$ cat src/rtl/seg_pkg.sv
// Shared definitions for the multiplexed seven-segment scanner:
// parameter defaults, FSM state encoding and the hex-to-segment table.
package seg_pkg;

   localparam int DEF_DIGITS    = 8;
   localparam int DEF_SCAN_DIV  = 50000;
   localparam int DEF_BLANK_CYC = 16;

   typedef enum logic [1:0] {
      ST_IDLE  = 2'd0,
      ST_BLANK = 2'd1,
      ST_SHOW  = 2'd2
   } seg_state_t;

   // Segment patterns {a,b,c,d,e,f,g}, 1 = segment on, indexed by hex value
   localparam logic [6:0] SEG_DECODE [16] = '{
      7'b1111110, 7'b0110000, 7'b1101101, 7'b1111001,
      7'b0110011, 7'b1011011, 7'b1011111, 7'b1110000,
      7'b1111111, 7'b1111011, 7'b1110111, 7'b0011111,
      7'b1001110, 7'b0111101, 7'b1001111, 7'b1000111
   };

endpackage

$ cat src/rtl/seg_hex_dec.sv
// Combinational hex digit to active-high a..g segment decoder.
module seg_hex_dec
   import seg_pkg::*;
(
   input  logic [3:0] hex,
   output logic [6:0] seg
);

   assign seg = SEG_DECODE[hex];

endmodule

$ cat src/rtl/seg_scan_ctrl.sv
// Time-multiplexed seven-segment display controller: scans DIGITS digits with
// a dark gap between slots and accepts digit writes only while nothing is lit.
module seg_scan_ctrl
   import seg_pkg::*;
#(
   parameter int DIGITS    = DEF_DIGITS,
   parameter int SCAN_DIV  = DEF_SCAN_DIV,
   parameter int BLANK_CYC = DEF_BLANK_CYC
)
(
   input  logic              clk,
   input  logic              rst,
   input  logic              i_wr_valid,
   input  logic [2:0]        i_wr_addr,
   input  logic [3:0]        i_wr_data,
   input  logic              i_wr_dp,
   output logic              o_wr_ready,
   input  logic [DIGITS-1:0] i_dig_en,
   output logic [7:0]        o_seg,
   output logic [DIGITS-1:0] o_an,
   output logic              o_frame_tick
);

   localparam int MAX_CYC = (SCAN_DIV > BLANK_CYC) ? SCAN_DIV : BLANK_CYC;
   localparam int CNT_W   = (MAX_CYC > 1) ? $clog2(MAX_CYC) : 1;
   localparam logic [CNT_W-1:0] SHOW_LAST  = CNT_W'(SCAN_DIV - 1);
   localparam logic [CNT_W-1:0] BLANK_LAST = CNT_W'(BLANK_CYC - 1);
   localparam logic [2:0]       IDX_LAST   = 3'(DIGITS - 1);

   seg_state_t       state, nstate;
   logic [CNT_W-1:0] cnt, ncnt;
   logic [2:0]       idx, nidx;
   logic [3:0]       value [8];
   logic [7:0]       dp_reg;

   logic       wr_fire, wr_hit, lit, show_dp;
   logic [3:0] show_val;
   logic [6:0] seg_on;
   logic [7:0] en_pad;

   always_comb begin
      nstate = state;
      ncnt   = cnt + CNT_W'(1);
      nidx   = idx;
      case (state)
         ST_IDLE: begin
            nstate = ST_BLANK;
            ncnt   = '0;
         end
         ST_BLANK: begin
            if (cnt == BLANK_LAST) begin
               nstate = ST_SHOW;
               ncnt   = '0;
            end
         end
         ST_SHOW: begin
            if (cnt == SHOW_LAST) begin
               nstate = ST_BLANK;
               ncnt   = '0;
               nidx   = (idx == IDX_LAST) ? 3'd0 : idx + 3'd1;
            end
         end
         default: begin
            nstate = ST_IDLE;
            ncnt   = '0;
         end
      endcase
   end

   // Outputs are registered from the next state, so a write landing on the
   // edge that enters SHOW must be forwarded to the digit being lit.
   assign en_pad   = 8'(i_dig_en);
   assign wr_fire  = i_wr_valid && o_wr_ready && ({1'b0, i_wr_addr} < 4'(DIGITS));
   assign wr_hit   = wr_fire && (i_wr_addr == nidx);
   assign show_val = wr_hit ? i_wr_data : value[nidx];
   assign show_dp  = wr_hit ? i_wr_dp : dp_reg[nidx];
   assign lit      = (nstate == ST_SHOW) && en_pad[nidx];

   seg_hex_dec u_dec (
      .hex (show_val),
      .seg (seg_on)
   );

   always_ff @(posedge clk) begin
      if (rst) begin
         state        <= ST_IDLE;
         cnt          <= '0;
         idx          <= '0;
         for (int i = 0; i < 8; i++) value[i] <= 4'h0;
         dp_reg       <= '0;
         o_seg        <= 8'hFF;
         o_an         <= '1;
         o_wr_ready   <= 1'b0;
         o_frame_tick <= 1'b0;
      end else begin
         state <= nstate;
         cnt   <= ncnt;
         idx   <= nidx;
         if (wr_fire) begin
            value[i_wr_addr]  <= i_wr_data;
            dp_reg[i_wr_addr] <= i_wr_dp;
         end
         o_seg        <= lit ? ~{seg_on, show_dp} : 8'hFF;
         o_an         <= lit ? ~(DIGITS'(1) << nidx) : '1;
         o_wr_ready   <= (nstate != ST_SHOW);
         o_frame_tick <= (nstate == ST_SHOW) && (ncnt == SHOW_LAST) && (nidx == IDX_LAST);
      end
   end

endmodule

$ cat config.mk
export PLATFORM = sky130hd
export DESIGN_NAME = seg_scan_ctrl
export DESIGN_NICKNAME = d
export VERILOG_FILES = /design/src/rtl/seg_pkg.sv /design/src/rtl/seg_hex_dec.sv /design/src/rtl/seg_scan_ctrl.sv
export SDC_FILE = /design/constraint.sdc
export NUM_CORES = 1
export LEC_CHECK = 0
export CAP_MARGIN = 20
export CORE_AREA = 2 2 92 94
export CTS_CLUSTER_DIAMETER = 40
export DETAILED_ROUTE_END_ITERATION = 7
export DIE_AREA = 0 0 94 96
export PLACE_DENSITY_LB_ADDON = 0.2
export SKIP_LAST_GASP = 1
export SLEW_MARGIN = 20
export SYNTH_ARGS = -nofsm -noshare
export SYNTH_HDL_FRONTEND = slang
export SYNTH_HIERARCHICAL = 1
export SYNTH_SLANG_ARGS = --single-unit
$ cat constraint.sdc
create_clock -name clk -period 9.6 [get_ports clk]
set_clock_uncertainty 0.15 [all_clocks]
set_input_delay 2.4 -clock clk [delete_from_list [all_inputs] [get_ports clk]]
set_output_delay 2.4 -clock clk [all_outputs]
set_load 0.02 [all_outputs]
==> results of run 1 <==
-- placed cells by master, fill, tap and decap left out, drive strengths merged, types with 8 or more instances in the layout --
| cell type | n |
|---|---|
| a211oi | 12 |
| a21oi | 15 |
| and2 | 37 |
| and3 | 10 |
| clkbuf | 9 |
| clkdlybuf4s50 | 36 |
| dfxtp | 47 |
| edfxtp | 32 |
| ha | 14 |
| inv | 23 |
| mux2i | 9 |
| nand2 | 43 |
| nand2b | 8 |
| nand3 | 10 |
| nor2 | 39 |
| nor3 | 14 |
| o21ai | 13 |
| xnor2 | 10 |
| xor2 | 9 |
-- critical path, stage by stage --
cell and delay [ns]:
sky130_fd_sc_hd__clkdlybuf4s50_1 0.57, sky130_fd_sc_hd__xor2_1 0.21, sky130_fd_sc_hd__a211oi_1 0.25, sky130_fd_sc_hd__a21oi_1 0.08, sky130_fd_sc_hd__a211oi_2 0.65, sky130_fd_sc_hd__nor4_1 0.15, sky130_fd_sc_hd__a221o_1 0.37, sky130_fd_sc_hd__inv_1 0.17
sky130_fd_sc_hd__ha_1 0.27, sky130_fd_sc_hd__mux4_2 0.45, sky130_fd_sc_hd__nand2_1 0.06
-- cells by family (layout without fill, tap and decap cells) --
family,count (synthesis),after routing,synth area share
and+or+nand+nor,192,192,0.240
AOI/OAI and AO/OA,82,82,0.143
DFF,79,79,0.439
buffers and inverters,40,75,0.0532
xor gates and xnor gates,19,19,0.0384
muxes,17,17,0.0451
adders and majority gates,14,14,0.0405
-- final timing paths --
kind | startpoint | endpoint | cells after the start
worst max-delay path | i_wr_addr[1] | o_seg[4] | 11
worst min-delay path | cnt[0] | cnt[0] | 1
worst max register to register | cnt[7] | o_seg[2] | 12
worst min register to register | cnt[0] | cnt[0] | 1
-- per-stage QoR --
stage	std cells	total power, mW
finish	583	0.661
CTS	583	0.663
global placement	567	0.408
global route	583	0.683
floorplan	443	0.392
detailed placement	567	0.409
-- layout make-up --
cell class	count	area, um^2	share of cell area
Timing Repair Buffer	39	383	0.0781
Inverter	20	77.6	0.0158
Clock buffer	9	124	0.0253
Tap cell	105	131	0.0268
Multi-Input combinational cell	324	2200	0.450
Clock inverter	7	78.8	0.0161
Sequential cell	79	1900	0.388
-- power by group through the flow --
stage	registers, mW	clock network, mW	logic (mW)
2_1_floorplan	0.364	0	0.0284
3_3_place_gp	0.364	0	0.0438
3_5_place_dp	0.364	0	0.0450
4_1_cts	0.357	0.261	0.0453
5_1_grt	0.357	0.276	0.0500
6_report	0.357	0.259	0.0456
-- per-layer routing --
metal | global-route usage | share of wire | up-vias | wire [um]
li1 | - | - | 1633 | -
met1 | 0.313 | 0.47 | 1553 | 4590
met2 | 0.363 | 0.46 | 96 | 4500
met3 | 0.0423 | 0.049 | 19 | 481
met4 | 0.0906 | 0.020 | 0 | 199
met5 | 0 | 0 | - | 0
==> results, run 1 <==
- The flow ran to the end, and the final reports show no timing, DRC or antenna violations.
- The critical path is of the in -> reg type.
- The clock period could shrink to 5.47 ns.
- The instance area after placement is 4700 um^2.
- The filler cell count in the final layout is 704.
- The total clock sinks is 79.
- The clock tree root driver cell is sky130_fd_sc_hd__clkbuf_8.
- The worst setup path is captured at a flop.
- The final count of pins violating max slew is 0.
- For this run, the total global-route usage over all layers was measured as 0.229.
- The initial antenna violation count was 0.
- The worst setup path is launched from an input pin.
- The number of warning messages in the yosys log is 6.
- The total via count after detailed routing is 3301.
- At the pin with the least slew margin, the transition time is 0.808 ns.
- The estimated wirelength of the detail-placed design is 6920 um.
- Synthesis handed over a netlist of 443 instances.
- Dividing the detail-routed wire length by the instance count gives 16.8 um.
- The remaining global-route overflow is 0.
- In the finished design, the share of the clock period the worst path needs comes to 0.570.
- The internal reg-to-reg setup slack is 5.22 ns.
- The most common cell in the synthesized netlist is sky130_fd_sc_hd__dfxtp_1.
- The worst slack after detailed placement is 3.80 ns.
- For this run, the leading register cell type out of synthesis is sky130_fd_sc_hd__dfxtp_1.
- The area of the placeable core is 8050 um^2.
- The register with the most flip-flops in the final layout is value.
- For this configuration, the core starts out at a cell density of 0.538.
- The final hold slack is 0.314 ns.
- In the final layout, the share of cells above drive strength 1 is 0.107.
- The remaining routing DRC violations is 0.
- The max-cap check violation count is 0.
- Based on the critical path, the design can be clocked at up to 0.183 GHz.
- The largest registers in the layout are value x32, cnt x16.
- The count of cell types in the netlist is 74.
- For this run, the detailed router's first-pass iteration total came to 4.
- The average vias per placed instance is 5.66.
- The maximum clock insertion buffer count is 2.
- The global-route wire length before repair is 15900 um.
- In the synthesized netlist, the cells that appear most often are sky130_fd_sc_hd__dfxtp_1, sky130_fd_sc_hd__nand2_1, sky130_fd_sc_hd__nor2_1.
- After clock tree synthesis, the clock-pin slew on the worst setup and hold paths is 0.09 ns.
- The first routing iteration left 206 violations.
- In this run, synthesis produced a sequential element count of 79.
- The total count of hold-check failures in the final report came to 0.
- The internal portion of the total power is 0.497 mW.
- In this run the worst path has a maximum fanout of 11.
- TritonCTS created 9 clock buffers.
- Data on the critical path arrives at its endpoint at 5.64 ns.
- For this design the total switching power over the nets is 0.165 mW.
- In the final timing run, aggregate negative setup slack is 0 ns.
- The register with the most flip-flops in the layout has 32 of them.
- The number of hold buffers added after CTS was 0.
- The initialized floorplan defines 33 standard-cell rows.
- At the end of routability-driven placement, the weighted congestion stood at 0.859.
- The ratio of total power to cell area is 135 nW/um^2.
- The repair_antennas step left the layout with diodes totalling 0.
- The synthesized area per cell is 9.78 um^2.
- For this run, the register share of the synthesized area comes to 0.439.
- The summed instance area of the synthesized netlist is 4330 um^2.
- VDD sags by at most 0.0725 mV.
- The proportion of register bits with asynchronous set or reset after synthesis is 0.
- Of the total power, the share spent switching nets is 0.249.
- Of the total power, registers draw 0.539.
- The tightest min-delay check is of the reg -> reg type.
- The worst pin sits at a relative slew slack of 0.459.
- Setup repair after global routing left no endpoint under its margin.
- The number of nets produced by synthesis is 476.
- Measured along the y axis, the die boundary spans 96 um.
- The number of antenna-violating nets in the routed design is 0.
- Pin placement for this block handled 37 I/O pins.
- From synthesis to final layout, the design area changed by 13.1%.
- For the worst setup path, the data required time is 9.76 ns.
- After detailed routing, the total wire length is 9770 um.
- The number of global-route vias before repair came to 3159.
- The net count of the finished layout is 506.
- The worst-skew pair later-pin latency is 0.36 ns.
- By area the synthesized netlist is led by sky130_fd_sc_hd__edfxtp_1, sky130_fd_sc_hd__dfxtp_1, sky130_fd_sc_hd__and2_1.
- TritonCTS built the clock tree.
- The largest area contributor in the synthesized netlist is sky130_fd_sc_hd__edfxtp_1.
- The proportion of netlist area held by the largest area contributor is 0.222.
- The total of buffers placed on input and output ports is 36.
- The die is 94 um wide.
- The share of total power dissipated in combinational logic is 0.069.
- Post-CTS timing repair inserted 0 buffers for setup.
- The clock network fraction of total power is 0.392.
- For this run, the share of the core covered by cells in the final layout is 0.609.
- The total leakage power is 1.79 nW.
- The synthesized design contains 32 enable-type register cells.
- The worst setup slack after layout is 4.13 ns.
- Entering global routing, the biggest net connects 23 pins.
- The depth of the CTS H-tree is 3.
- The floorplan step defined a die boundary enclosing 9020 um^2.
- After clock tree synthesis, the repair step resized 0 gates.
- Setup violations remaining at the end of the flow were counted as 0.
- With fillers left out, the area of the finished cells amounts to 4900 um^2.
Power figures use the tool's default switching activity.
==> inputs of run 2 (changes only) <==
--- a/config.mk
+++ b/config.mk
@@ -6,10 +6,10 @@
 export NUM_CORES = 1
 export LEC_CHECK = 0
 export CAP_MARGIN = 20
-export CORE_AREA = 2 2 92 94
+export CORE_AREA = 2 2 95 97
 export CTS_CLUSTER_DIAMETER = 40
 export DETAILED_ROUTE_END_ITERATION = 7
-export DIE_AREA = 0 0 94 96
+export DIE_AREA = 0 0 97 99
 export PLACE_DENSITY_LB_ADDON = 0.2
 export SKIP_LAST_GASP = 1
 export SLEW_MARGIN = 20
==> constraint.sdc (replaced) <==
create_clock -name clk -period 4.45 [get_ports clk]
set_clock_uncertainty 0.15 [all_clocks]
set_input_delay 1.1125 -clock clk [delete_from_list [all_inputs] [get_ports clk]]
set_output_delay 1.1125 -clock clk [all_outputs]
set_load 0.02 [all_outputs]
==> run 2 against run 1 <==
First-iteration DRC count is 0.97% higher; routed wire length is 1.8% lower; critical path depth is 1 higher; design area is 1.1% higher; critical endpoint unchanged; worst hold slack worse by 0.0016 ns; sequential cell count stayed put; cell count is 1.5% higher; clock-buffer cell count is 3 higher; largest power group unchanged; setup slack worse by 3.6 ns.
==> results, run 2 (synthesis gave the netlist of run 1 again) <==
- Summed over all nets, the half-perimeter wirelength after detailed placement is 6990 um.
- Dividing the detail-routed wire length by the instance count gives 16.2 um.
- The number of global-route vias before repair is 3188.
- The clock tree root driver cell is sky130_fd_sc_hd__clkbuf_8.
- TritonCTS built the clock tree.
- Post-CTS timing repair inserted 0 buffers for setup.
- The initial utilization of the core area, before any placement, comes to 0.506.
- The worst setup path is launched from a flop.
- The endpoint required time on the critical path is 4.60 ns.
- The remaining max-slew budget at the tightest pin is 0.401.
- The global-route wire length before repair is 15900 um.
- Including well taps, the total number of placed cells is 576.
- In this run the tool buffered the top-level ports with 36 buffer cells.
- The maximum clock insertion buffer count is 2.
- Entering global routing, the biggest net connects 16 pins.
- The initial antenna violation count is 0.
- Once detail routing completed, the nets flagged for antenna violations numbered 0.
- The number of cells on the worst reg-to-reg path is 12.
- The die is 97 um wide.
- The worst-skew pair later-pin latency is 0.35 ns.
- Hold timing on the final database bottoms out at a slack of 0.313 ns.
- The flow ran to the end, and the final reports show no timing, DRC or antenna violations.
- The largest single stage delay on the critical path is 0.59 ns.
- The post-route clock period utilization is 0.881.
- The instance area after placement is 4740 um^2.
- The register clock-pin slew on the reported worst setup and hold paths is 0.08 ns.
- The type of the tightest min-delay check is reg -> reg.
- Leaving out fill and tap cells, the most frequent cell in the layout is sky130_fd_sc_hd__dfxtp_1.
- For the finished layout, the period the worst path requires is 3.92 ns.
- In this run the count of I/O pins placed on the die edge is 37.
- The signal on the critical path passes through or4_4 > or3_4 > o21ai_2 > nand2_1 > a211oi_1 > a211oi_1 > o31a_1 > inv_1 > ha_1 > inv_1 > mux4_2 > nand2_1.
- The die covers 9600 um^2.
- The overall die height is 99 um.
- The first TritonRoute pass finished after 5 iterations.
- Setup repair after global routing left no endpoint under its margin.
- Timing analysis after detailed placement gives a worst setup slack of 0.272 ns.
- The flip-flop count of the largest register after layout is 32.
- The total count of hold-check failures in the final report came to 0.
- The routed layout has 3329 vias.
- The final count of pins violating max slew was 0.
- The library cells used most frequently in the layout, excluding fill and tap cells, are sky130_fd_sc_hd__dfxtp_1, sky130_fd_sc_hd__nand2_1, sky130_fd_sc_hd__nor2_1.
- The final cell utilization of the core is 0.579.
- The largest registers in the layout are value x32, cnt x16.
- In this run the standard cell core region covers 8550 um^2.
- In this run, post-CTS repair resized a total of 0 instances.
- The sort of element at the end of the critical path is a flop.
- The worst setup slack after layout is 0.531 ns.
- Using the TritonRoute via totals, the vias-per-cell ratio works out to 5.62.
- Summed over all failing endpoints, the final setup total negative slack is 0 ns.
- For this block, the initial DRC count from the detailed router was 208.
- The finished cells cover 4950 um^2.
- For the pin with the worst max-slew slack, the measured transition is 0.891 ns.
- The filler-free cell count of the finished design is 592.
- For this run, the top clock speed supported by timing is 0.255 GHz.
- The depth of the CTS H-tree is 3.
- The all-layer global routing usage is 0.206.
- The routed design has 9590 um of wire.
- The count of hold-fix buffers inserted at cts is 0.
- The net count of the finished layout is 512.
- At the worst endpoint, the arrival time is 4.07 ns.
- value holds more flip-flops than any other register.
- The remaining routing DRC violations is 0.
- The total of endpoints with negative setup slack in the final report is 0.
- The growth of design area from synthesis to finish is 14.4%.
- The total leakage power is 1.83 nW.
- Routability-driven placement finished with a final weighted congestion of 0.868.
- Summing internal, switching and leakage power gives 1.46 mW.
- The total clock buffers created by CTS is 9.
- The worst-case IR drop observed on VDD is 0.178 mV.
- The classification of the worst setup path is reg -> reg.
- Power spread over the standard cell area amounts to 294 nW/um^2.
- Among all stages on the critical path, the largest delay is contributed by sky130_fd_sc_hd__or4_4.
- Counting instances, the worst hold path has a depth of 1.
- Of all nets on the critical path, the largest fanout is 15.
- The max-cap check violation count is 0.
- The tree built by TritonCTS fans out to 79 sinks.
- The number of antenna cells inserted is 0.
- The remaining global-route overflow is 0.
- The cell row count is 34.
- In the final layout, the share of cells above drive strength 1 is 0.110.
## run 2: cell types whose count changed in the layout (fill, tap and decap cells not counted), moves of 2 or more
| cell | previous run | this run |
|---|---|---|
| sky130_fd_sc_hd__buf_4 | 3 | 9 |
| sky130_fd_sc_hd__clkinvlp_4 | 3 | 0 |
| sky130_fd_sc_hd__inv_6 | 3 | 0 |
| sky130_fd_sc_hd__clkbuf_1 | 0 | 2 |
## run 2: path summary, 6_finish.rpt
kind                               from  endpoint  slack, ns
worst max-delay path            cnt[10]  o_seg[4]       0.53
worst min-delay path             cnt[0]    cnt[0]       0.31
worst max register to register  cnt[10]  o_seg[4]       0.53
worst min register to register   cnt[0]    cnt[0]       0.31
## run 2: worst max-delay path: cells and delay by family, from the launching register on
kind	cells	cell delay, ns
AND/OR/NAND/NOR	4	1.44
AO/OA/AOI/OAI	4	0.98
multiplexers	1	0.45
flip-flops	1	0.38
adder cells (fa/ha/maj)	1	0.26
buffers and inverters	2	0.22
## run 2: area by class of cell
class | instances | area (um^2)
Fill cell | 763 | 3600
Clock buffer | 12 | 145
Clock inverter | 4 | 68.8
Inverter | 20 | 77.6
Multi-Input combinational cell | 324 | 2200
Tap cell | 108 | 135
Sequential cell | 79 | 1900
Timing Repair Buffer | 45 | 428
## run 2: routing by layer
metal	wire length, um	GRT usage	up-vias	part of all wire
li1	-	-	1641	-
met1	4320	0.267	1566	0.45
met2	4560	0.342	106	0.48
met3	557	0.0482	16	0.058
met4	147	0.0650	0	0.015
met5	0	0	-	0
## run 2: power breakdown
part	switching [mW]	total, mW	internal (mW)
clock	0.256	0.586	0.329
combinational	0.0558	0.0999	0.0442
sequential	0.00619	0.770	0.764
total	0.318	1.46	1.14
==> inputs of run 3 (changes only) <==
==> constraint.sdc (replaced) <==
create_clock -name clk -period 4.45 [get_ports clk]
set_clock_uncertainty 0.15 [all_clocks]
set_input_delay 1.1125 -clock clk [delete_from_list [all_inputs] [get_ports clk]]
set_output_delay 1.1125 -clock clk [all_outputs]
set_load 0.005 [all_outputs]
==> results of run 3 <==
The final DEF is identical to that of run 2. Status: finished clean.
